## src/rtl/uart_pkg.sv

```systemverilog
`default_nettype none
// ============================================================================
// Module      : uart_pkg
// Description : Shared types and constants for the UART transmitter and the
//               future receiver: state encoding, parity modes, default divider.
// Revision    : 1.0 - initial release
// ============================================================================
package uart_pkg;

  // Frame sequencer states, 3-bit encoding shared by TX and RX.
  typedef enum logic [2:0] {
    IDLE   = 3'd0,
    START  = 3'd1,
    DATA   = 3'd2,
    PARITY = 3'd3,
    STOP   = 3'd4
  } state_t;

  // Parity mode selectors.
  localparam logic PARITY_MODE_EVEN = 1'b0;
  localparam logic PARITY_MODE_ODD  = 1'b1;

  // 100 MHz / 115200 baud = 868.06, rounded down.
  localparam int DEFAULT_CLK_DIV = 868;

  // Parity of a word of up to 9 bits (narrower words are zero-extended,
  // which does not change the XOR), inverted for odd parity.
  function automatic logic parity_bit(input logic [8:0] word, input logic odd);
    return (^word) ^ odd;
  endfunction

endpackage
`default_nettype wire

```

## src/rtl/uart_baud_cnt.sv

```systemverilog
`default_nettype none
// ============================================================================
// Module      : uart_baud_cnt
// Description : Bit-period divider. Counts 0..CLK_DIV-1, wraps, and flags the
//               last count of each period. A clear restarts the period.
// Revision    : 1.0 - initial release
// ============================================================================
module uart_baud_cnt
  import uart_pkg::*;
#(
  parameter int CLK_DIV = DEFAULT_CLK_DIV
) (
  input  logic i_clk,
  input  logic i_rst,
  input  logic i_clr,
  output logic o_tick
);

  localparam int             CW   = (CLK_DIV > 1) ? $clog2(CLK_DIV) : 1;
  localparam logic [CW-1:0]  LAST = CW'(CLK_DIV - 1);

  logic [CW-1:0] count;

  // Free-running period counter; cleared on request and on wrap.
  always_ff @(posedge i_clk or posedge i_rst) begin
    if (i_rst) begin
      count <= '0;
    end else if (i_clr || (count == LAST)) begin
      count <= '0;
    end else begin
      count <= count + CW'(1);
    end
  end

  assign o_tick = (count == LAST);

endmodule
`default_nettype wire

```

## src/rtl/uart_tx.sv

```systemverilog
`default_nettype none
// ============================================================================
// Module      : uart_tx
// Description : UART serial transmitter. Accepts words on a valid/ready
//               handshake and sends start, data (LSB first), optional parity
//               and stop bits on a registered, idle-high line.
// Revision    : 1.0 - initial release
// ============================================================================
module uart_tx
  import uart_pkg::*;
#(
  parameter int CLK_DIV    = DEFAULT_CLK_DIV,
  parameter int DATA_WIDTH = 8,
  parameter int PARITY_EN  = 0,
  parameter int PARITY_ODD = 0,
  parameter int STOP_BITS  = 1
) (
  input  logic                  i_clk,
  input  logic                  i_rst,
  input  logic [DATA_WIDTH-1:0] i_data,
  input  logic                  i_valid,
  output logic                  o_ready,
  output logic                  o_tx,
  output logic                  o_busy
);

  localparam int            BW        = $clog2(DATA_WIDTH + 1);
  localparam logic [BW-1:0] DATA_LAST = BW'(DATA_WIDTH - 1);
  localparam logic [BW-1:0] STOP_LAST = BW'(STOP_BITS - 1);
  localparam logic          ODD_MODE  = (PARITY_ODD != 0) ? PARITY_MODE_ODD : PARITY_MODE_EVEN;

  state_t                  state;
  state_t                  next_state;
  logic [DATA_WIDTH-1:0]   shreg;
  logic [BW-1:0]           bit_cnt;
  logic                    par_bit;
  logic                    started;
  logic                    tick;
  logic                    clr;
  logic                    handshake;
  logic                    tx_next;

  assign handshake = i_valid && o_ready;
  assign o_busy    = (state != IDLE);

  uart_baud_cnt #(
    .CLK_DIV (CLK_DIV)
  ) u_baud (
    .i_clk  (i_clk),
    .i_rst  (i_rst),
    .i_clr  (clr),
    .o_tick (tick)
  );

  // State register.
  always_ff @(posedge i_clk or posedge i_rst) begin
    if (i_rst) begin
      state <= IDLE;
    end else begin
      state <= next_state;
    end
  end

  // Next-state logic; every state entry restarts the bit period.
  always_comb begin
    next_state = state;
    clr        = 1'b0;
    case (state)
      IDLE: begin
        if (handshake) begin
          next_state = START;
          clr        = 1'b1;
        end
      end
      START: begin
        if (tick) begin
          next_state = DATA;
          clr        = 1'b1;
        end
      end
      DATA: begin
        if (tick && (bit_cnt == DATA_LAST)) begin
          next_state = (PARITY_EN != 0) ? PARITY : STOP;
          clr        = 1'b1;
        end
      end
      PARITY: begin
        if (tick) begin
          next_state = STOP;
          clr        = 1'b1;
        end
      end
      STOP: begin
        if (tick && (bit_cnt == STOP_LAST)) begin
          next_state = IDLE;
          clr        = 1'b1;
        end
      end
      default: begin
        next_state = IDLE;
        clr        = 1'b1;
      end
    endcase
  end

  // Line level for the current state; registered one cycle later onto o_tx.
  always_comb begin
    tx_next = 1'b1;
    case (state)
      START:   tx_next = 1'b0;
      DATA:    tx_next = shreg[0];
      PARITY:  tx_next = par_bit;
      default: tx_next = 1'b1;
    endcase
  end

  // Capture the word and its parity on the handshake; shift at each data bit end.
  always_ff @(posedge i_clk or posedge i_rst) begin
    if (i_rst) begin
      shreg   <= '0;
      par_bit <= 1'b0;
    end else if (handshake) begin
      shreg   <= i_data;
      par_bit <= parity_bit(9'(i_data), ODD_MODE);
    end else if ((state == DATA) && tick) begin
      shreg   <= shreg >> 1;
    end
  end

  // Bit counter for data bits and stop bits; restarts on every state entry.
  always_ff @(posedge i_clk or posedge i_rst) begin
    if (i_rst) begin
      bit_cnt <= '0;
    end else if (clr) begin
      bit_cnt <= '0;
    end else if (tick && ((state == DATA) || (state == STOP))) begin
      bit_cnt <= bit_cnt + BW'(1);
    end
  end

  // Registered outputs; ready is held off for one edge after reset release.
  always_ff @(posedge i_clk or posedge i_rst) begin
    if (i_rst) begin
      o_tx    <= 1'b1;
      o_ready <= 1'b0;
      started <= 1'b0;
    end else begin
      o_tx    <= tx_next;
      o_ready <= started && (next_state == IDLE);
      started <= 1'b1;
    end
  end

endmodule
`default_nettype wire

```

## config.mk

```make
export PLATFORM = sky130hd
export DESIGN_NAME = uart_tx
export DESIGN_NICKNAME = d
export VERILOG_FILES = /design/src/rtl/uart_pkg.sv /design/src/rtl/uart_baud_cnt.sv /design/src/rtl/uart_tx.sv
export SDC_FILE = /design/constraint.sdc
export NUM_CORES = 1
export LEC_CHECK = 0
export CAP_MARGIN = 20
export CORE_UTILIZATION = 40
export DETAILED_ROUTE_END_ITERATION = 6
export RECOVER_POWER = 25
export SLEW_MARGIN = 0
export SYNTH_ARGS = -nofsm -noshare
export SYNTH_HDL_FRONTEND = slang
export SYNTH_SLANG_ARGS = --single-unit
```

## constraint.sdc

```tcl
create_clock -name i_clk -period 2.15 [get_ports i_clk]
set_clock_uncertainty 0.1 [all_clocks]
set_input_delay 0.645 -clock i_clk [delete_from_list [all_inputs] [get_ports i_clk]]
set_output_delay 0.645 -clock i_clk [all_outputs]
set_load 0.1 [all_outputs]
```

After elaboration in Yosys (flattened, before gate mapping)
Cells that the tools add are included.
Word-level totals
  flip-flop bits (word level): 29
  latch bits: 0
  memory bits (writable): 0
  bits in read-only memories: 0
  input bits: 11
  output and inout port bits: 3
  word-level logic and storage cells: 49
  memories kept: 0
Cells by class
  add/sub/neg operators: 2
  multipliers: 0
  divide/modulo/power cells: 0
  $lt $le $gt $ge: 0
  equality and inequality tests: 6
  shift-type cells: 0
  muxes and demuxes: 17
  bitwise operators: 0
  reduce and logical (&&, ||, !) cells: 16
Operators with widths (number)
  $mux 8: 2
  $mux 3: 5
  $pmux 3 s5: 1
  $add 10x1->10 const B: 1
  $eq 10x10->1 const B: 1
  $mux 10: 1
  $reduce_xor 9->1: 1
  $mux 4: 2
  $eq 3x2->1 const B: 2
  $logic_and 1x1->1: 6
  $logic_not 3->1: 2
  $add 4x1->4 const B: 1
  $eq 4x3->1 const B: 1
  $logic_not 4->1: 1
  $mux 1: 4
  $pmux 1 s4: 1
  $reduce_bool 2->1: 2
  $eq 3x1->1 const B: 1
  $eq 3x3->1 const B: 1
  $pmux 1 s3: 1
  $reduce_bool 3->1: 1
  $logic_or 1x1->1: 2
  $reduce_or 2->1: 1

Depth between registers and ports, before layout
Gate-level depths: netlist of the first run.
  word-level depth: 6
  gate-level depth with buffers: 6
  mapped depth without buffers: 6

Cells and area by module
From an unflattened synthesis of the first run, not the netlist that was laid out.
Second synthesis, totals
  cells, all modules: 157
  area, all modules: 1669.1 µm²
By module, submodules not included
  uart_tx: times used 1, cells an instance 100, area an instance 1099.8 µm²
  uart_baud_cnt: times used 1, cells an instance 57, area an instance 569.3 µm²

Least setup slack after synthesis of the first run
No wires, ideal clock.
  path kind: reg2reg
  from: reg o_ready
  to: reg shreg[4]
  arrival: 1.964 ns
  data required time: 1.915 ns
  slack: -0.049 ns
  stages on the path, launching flop included: 7
  buffers on the path: 2
  period minus slack after synthesis: 2.199 ns
  cell sequence: dfrtp_1 > and2_1 > buf_1 > a41oi_1 > clkbuf_1 > nand2_1 > o21ai_0
Between the ends
  word-level cells in the longest chain between the ends: 2
RTL lines
  start: declaration: RTL line uart_tx.sv:22  | output logic o_ready,
  start signal: assignment: RTL line uart_tx.sv:149  | o_ready <= started && (next_state == IDLE);
  $logic_and 1x1->1 *: RTL line uart_tx.sv:43  | assign handshake = i_valid && o_ready;
  $mux 8 / $reduce_bool 2->1 (equally long branches)
  end signal: assignment: RTL line uart_tx.sv:123  | shreg <= i_data;
  end signal: assignment: RTL line uart_tx.sv:126  | shreg <= shreg >> 1;
  end: declaration: RTL line uart_tx.sv:34  | logic [DATA_WIDTH-1:0] shreg;
Mark *: on every way between the ends. The rest lies on a longest branch, timed or not.
A chain may end at the register's enable or synchronous reset.

Worst setup path after layout of the first run
  from: reg state[0]
  to: out o_busy
Between the ends
  word-level cells in the longest chain between the ends: 1
RTL lines
  start: declaration: RTL line uart_tx.sv:32  | state_t state;
  start signal: assignment: RTL line uart_tx.sv:60  | state <= next_state;
  $reduce_bool 3->1: RTL line uart_tx.sv:44  | assign o_busy = (state != IDLE);
  end: declaration: RTL line uart_tx.sv:24  | output logic o_busy
No other way between the ends.

==> run_results.csv, run 1 <==
group,metric,value,unit
placement,dp_hpwl,2.08,mm
logic_synthesis,synth_top_family_by_area,"simple AND/OR/NAND/NOR gates",
critical_path,worst_setup_path_end_kind,"primary output",
power_and_ir_drop,max-vdd-ir-drop,0.423,mV
critical_path,cp.arrival,1.27,ns
logic_synthesis,avgSynthCellArea,9.92,sq um
logic_synthesis,seq_area_frac_synth,47.3,%
floorplan,die_h,64,um
cells_and_area,drive_above_1_share,14.3,%
logic_synthesis,synth_compound_area_share,11.8,%
critical_path,crit_type,"register to primary output",
sta,rsz0062_at_grt,"no",
clock_tree,cts_setup_buffers,0,
clock_tree,clk_latency,0.28,ns
cells_and_area,layout_common_cells,"27 x dfrtp_1, 16 x nor2_1, 14 x o21ai_0, 13 x nand2_1, 11 x xnor2_1",
global_routing,grt_max_degree,30,
cells_and_area,areaGrowthSynthToFinish,22.9,%
sta,slew_viol_final,0,
drt,wl_per_cell,12.8,um
critical_path,cp_data_required_time,1.40,ns
drt,drt_first_pass_iters,4,
power_and_ir_drop,power_frac_clock,43.2,%
power_and_ir_drop,power.total,1.06,mW
logic_synthesis,ys_ff_latch,29,
drt,wl,2.86,mm
cells_and_area,num_antenna_cells,0,
critical_path,cp_slowest_cell,"dfrtp_1",
job,max_cap_violations,0,
cells_and_area,final_common_cell,"dfrtp_1",
sta,setup_tns,0,ns
sta,slew-limit-headroom,51.4,%
logic_synthesis,synth_adder_area_share,2.44,%
logic_synthesis,ys_types,38,
cells_and_area,fill_cells,337,
floorplan,coreArea,3660,sq um
clock_tree,clkTransAtPathRegs,0.06,ns
global_routing,grt_overflow_total,0,
global_routing,track_usage,17.3,%
clock_tree,root_buffer,"clkbuf_8",
min_path,hold_class,"register to register",
sta,finalSetupViolations,0,
clock_tree,cts_hold_buf,0,
floorplan,start_util,42.0,%
global_routing,antenna_found_initial,0,
drt,drtIter0Drc,80,
critical_path,slowest_delay,0.48,ns
logic_synthesis,netlist_area,1540,sq um
placement,place_congestion,0.808,
power_and_ir_drop,p_leak,0.794,nW
sta,worst_slew_pin_slew,0.729,ns
drt,num_vias,1139,
critical_path,path_cells,"nor2_1 > nand2_1 > buf_12",
clock_tree,cts_resized,0,
cells_and_area,regArea,728,sq um
power_and_ir_drop,p_sw,225,uW
power_and_ir_drop,p_int,838,uW
power_and_ir_drop,p_seq_share,51.5,%
clock_tree,cts.sinks,29,
logic_synthesis,synthMuxAreaShare,5.21,%
critical_path,crit_path_max_fanout,11,
drt,antenna_left,0,
floorplan,io_pins,14,
drt,avgViaCountPerCell,5.11,
placement,io_buffers,13,
power_and_ir_drop,p_sw_share,21.2,%
sta,hold_viol,0,
global_routing,grt_pass1_wl,5.29,mm
sta,min_period,2.02,ns
floorplan,die_w,64,um
power_and_ir_drop,p_per_area,563,nW/um^2
logic_synthesis,synth_warnings,0,
logic_synthesis,synth_fp_nets,169,
min_path,hold_path_depth,2,
status,run_status,"complete, no violations",
critical_path,start_kind,"register",
clock_tree,tritoncts,"yes",
power_and_ir_drop,combPwrFrac,5.3,%
global_routing,grt_pass1_vias,1191,
logic_synthesis,synth-xor-area-share,9.11,%
clock_tree,cts_buffers,5,
logic_synthesis,synth-simple-area-share,20.4,%
floorplan,std_cell_rows,22,
drt,drcViolationCount,0,
cells_and_area,multi_input_area,757,sq um
cells_and_area,fin_nets,188,
logic_synthesis,syn_inst,155,
critical_path,r2r.worst_path.cells,5,
clock_tree,htree_levels,2,
sta,timing.fmax,496,MHz
clock_tree,cts.path.max_buffers,2,
floorplan,die_area,4100,sq um
sta,period_share,93.7,%
-- layout make-up --
class / count / area share [%]
Multi-Input combinational cell: 112 / 40.1
Timing Repair Buffer: 19 / 12.1
Clock buffer: 8 / 4.77
Inverter: 7 / 1.39
Tap cell: 48 / 3.18
Sequential cell: 29 / 38.5
-- state kept, by name, summed over array words and instances, names as in the netlist --
| name | flops |
|---|---|
| u_baud.count | 10 |
| bit_cnt | 4 |
| started | 1 |
| state | 3 |
| o_ready | 1 |
| o_tx | 1 |
| par_bit | 1 |
| shreg | 8 |
-- metrics by stage --
stage | instance area [sq um] | instances | hold WS (ns) | worst slack [ns] | util [%]
after floorplan | 1540 | 155 | 0.349 | 0.0180 | -
after global placement | 1800 | 215 | 0.361 | 0.0752 | 49.2
after detailed placement | 1800 | 215 | 0.370 | 0.0439 | 49.2
after CTS | 1890 | 223 | 0.384 | 0.123 | 51.7
after global routing | 1890 | 223 | 0.405 | 0.00332 | 51.6
final | 1890 | 223 | 0.382 | 0.135 | 51.6
-- power by group through the flow --
stage	logic, mW	clock network (mW)	registers (mW)
2_1_floorplan	0.0298	0	0.557
3_3_place_gp	0.0576	0	0.557
3_5_place_dp	0.0585	0	0.557
4_1_cts	0.0590	0.473	0.547
5_1_grt	0.0628	0.501	0.547
6_report	0.0565	0.460	0.548
-- worst max-delay path: cells and delay by family, from the launching register on --
family | cells | cell delay, ns
flip-flops | 1 | 0.48
buffers and inverters | 1 | 0.18
AND/OR/NAND/NOR | 2 | 0.32
-- per-layer routing --
layer	part of all wire (%)	vias to the layer above	track usage (%)
met3	3.6	6	5.89
met4	2.1	0	9.09
met5	0	-	0
met2	47	11	28.5
met1	47	552	19.8
li1	-	570	-
-- synth_stat cells --
master     count  share of area [%]
a211o_1        1               0.57
a21oi_1        5                1.6
a22o_1         1               0.57
a22oi_1        1               0.49
a31o_2         2                1.1
a41oi_1        1               0.57
and2_1         2               0.81
and3_2         2               0.98
and3b_1        2                1.1
and4b_1        1               0.65
buf_1          1               0.24
buf_2          1               0.33
clkbuf_1       5                1.2
conb_1         1               0.24
dfrtp_1       28                 46
dfstp_2        1                1.7
ha_1           3                2.4
inv_1          7                1.7
mux2i_1        8                5.2
nand2_1       13                3.2
nand2b_1       1               0.41
nand3_1        6                2.0
nand3b_1       1               0.49
nand4_1        4                1.6
nand4bb_1      1               0.73
nor2_1        16                3.9
nor2b_1        1               0.41
nor3_1         1               0.33
nor3b_1        1               0.49
nor4b_4        1                1.5
o2111ai_1      1               0.57
o2111ai_4      1                1.7
o21ai_0       14                4.6
or2_2          1               0.41
or3_1          2               0.81
or3b_2         1               0.57
xnor2_1       11                6.3
xor2_1         5                2.8
-- cell families after synthesis --
| logic type | count (synthesis) |
|---|---|
| AO/OA/AOI/OAI | 27 |
| XOR/XNOR | 16 |
| adder cells (fa/ha/maj) | 3 |
| buffers and inverters | 14 |
| flip-flops | 29 |
| multiplexers | 8 |
| other | 1 |
| AND/OR/NAND/NOR | 57 |
-- path summary, 6_finish.rpt --
kind                                 start               to  slack [ns]
setup / recovery                  state[0]           o_busy        0.13
hold / removal                    shreg[3]         shreg[3]        0.38
setup reg to reg           u_baud.count[0]       bit_cnt[3]        0.25
hold reg to reg                   shreg[3]         shreg[3]        0.38
max in group asynchronous            i_rst          o_ready        0.53
min in group asynchronous            i_rst  u_baud.count[8]        0.92
No activity file was read; power rests on OpenSTA's default activity.
==> inputs of run 2 (changes only) <==
- CORE_UTILIZATION: 40 -> 30
- HOLD_SLACK_MARGIN: not set -> 0.08
- SKIP_LAST_GASP: not set -> 1
==> run_results.csv, run 2 (synthesis gave the netlist of run 1 again) <==
group,metric,value,unit
drt,drcViolationCount,0,
floorplan,die_h,73.6,um
power_and_ir_drop,p_per_area,573,nW/um^2
sta,finalSetupViolations,0,
min_path,hold_path_end,"shreg[1]",
global_routing,grt_max_degree,30,
critical_path,crit_type,"register to primary output",
placement,place_congestion,0.751,
clock_tree,cts_setup_buffers,0,
critical_path,timing.rr.end,"bit_cnt[3]",
global_routing,grt_pass1_wl,5.07,mm
drt,drtIter0Drc,23,
sta,timing.fmax,497,MHz
power_and_ir_drop,p_leak,0.804,nW
clock_tree,cts_resized,0,
sta,min_period,2.01,ns
cells_and_area,largest_reg_flops,10,
floorplan,die_area,5420,sq um
floorplan,start_util,31.9,%
critical_path,slowest_delay,0.47,ns
critical_path,reg2reg_from,"u_baud.count[2]",
cells_and_area,layout_common_cells,"27 x dfrtp_1, 16 x nor2_1, 14 x o21ai_0, 13 x nand2_1, 11 x xnor2_1",
critical_path,cp.arrival,1.27,ns
min_path,hold_class,"register to register",
placement,io_buffers,13,
critical_path,start_kind,"register",
status,run_status,"complete, no violations",
clock_tree,cts_hold_buf,0,
min_path,hold_path_depth,2,
critical_path,crit_path_max_fanout,10,
clock_tree,clk_latency,0.28,ns
sta,worst_slew_pin_slew,0.754,ns
sta,slew-limit-headroom,49.8,%
clock_tree,clkTransAtPathRegs,0.06,ns
clock_tree,root_buffer,"clkbuf_8",
sta,fin_hold_ws,0.380,ns
cells_and_area,drive_above_1_share,15.9,%
global_routing,grt_pass1_vias,1085,
clock_tree,cts.sinks,29,
global_routing,track_usage,12.7,%
cells_and_area,reg.largest.list,"u_baud.count (10), shreg (8), bit_cnt (4)",
min_path,hold_path_startpoint,"shreg[1]",
sta,period_share,93.6,%
floorplan,std_cell_rows,25,
drt,avgViaCountPerCell,4.63,
drt,num_vias,1124,
clock_tree,cts.path.max_buffers,2,
cells_and_area,fin_nets,189,
clock_tree,tritoncts,"yes",
critical_path,cp_slowest_cell,"dfrtp_1",
floorplan,io_pins,14,
critical_path,cp_data_required_time,1.40,ns
global_routing,antenna_found_initial,0,
drt,antenna_left,0,
cells_and_area,final_common_cell,"dfrtp_1",
global_routing,grt_overflow_total,0,
sta,slew_viol_final,0,
placement,dp_hpwl,2.07,mm
drt,wl,2.89,mm
critical_path,r2r.worst_path.cells,4,
drt,wl_per_cell,11.9,um
drt,drt_first_pass_iters,4,
sta,hold_viol,0,
floorplan,die_w,73.6,um
critical_path,ff2ff_setup_slack,0.29,ns
clock_tree,htree_levels,2,
cells_and_area,fill_cells,503,
floorplan,coreArea,4820,sq um
sta,setup_tns,0,ns
power_and_ir_drop,max-vdd-ir-drop,0.252,mV
critical_path,worst_setup_path_end_kind,"primary output",
sta,rsz0062_at_grt,"no",
critical_path,path_cells,"nor2_1 > nand2_1 > buf_12",
cells_and_area,num_antenna_cells,0,
job,max_cap_violations,0,
cells_and_area,areaGrowthSynthToFinish,24.8,%
cells_and_area,regMostFlops,"u_baud.count",
clock_tree,cts_buffers,5,
## run 2: worst max path at each step
stage	start	end	slack, ns	depth (start not counted)
after floorplan	state[2]	o_busy	0.02	3
after global placement	i_valid	u_baud.count[2]	0.07	6
after detailed placement	i_valid	u_baud.count[9]	0.03	6
after CTS	state[1]	o_busy	0.12	3
after global routing	state[0]	o_busy	0.008	3
final	state[1]	o_busy	0.14	3
## run 2: final cells by class
type | instances | area, sq um | share of cell area [%]
Multi-Input combinational cell | 112 | 757 | 39.4
Sequential cell | 29 | 728 | 37.9
Timing Repair Buffer | 20 | 223 | 11.6
Clock buffer | 7 | 96.3 | 5.02
Tap cell | 67 | 83.8 | 4.37
Inverter | 7 | 26.3 | 1.37
Clock inverter | 1 | 5.00 | 0.261
## run 2: where the power goes
group | internal [mW] | total [mW] | switching [mW]
registers | 0.547 | 0.547 | 0.000396
clock network | 0.289 | 0.495 | 0.206
logic | 0.0309 | 0.0574 | 0.0265
## run 2: metrics by stage
step	power [mW]	cells	cell area (sq um)	setup WS, ns	util [%]
after floorplan	0.587	155	1540	0.0180	-
after global placement	0.616	235	1820	0.0673	37.8
after detailed placement	0.617	235	1820	0.0313	37.8
after CTS	1.12	243	1920	0.121	39.9
after global routing	1.15	243	1920	0.00840	39.8
final	1.10	243	1920	0.137	39.8
## run 2: worst max-delay path: cells and delay by family (launching register included)
kind / cells / cell delay [ns]
buf+inv: 1 / 0.18
flops: 1 / 0.47
simple gates: 2 / 0.33
## run 2: routing by layer
metal	up-vias	GRT usage, %	part of all wire [%]
met3	5	4.66	3.3
li1	571	-	-
met1	537	15.3	48
met2	11	20.1	47
met4	0	6.41	1.6
met5	-	0	0
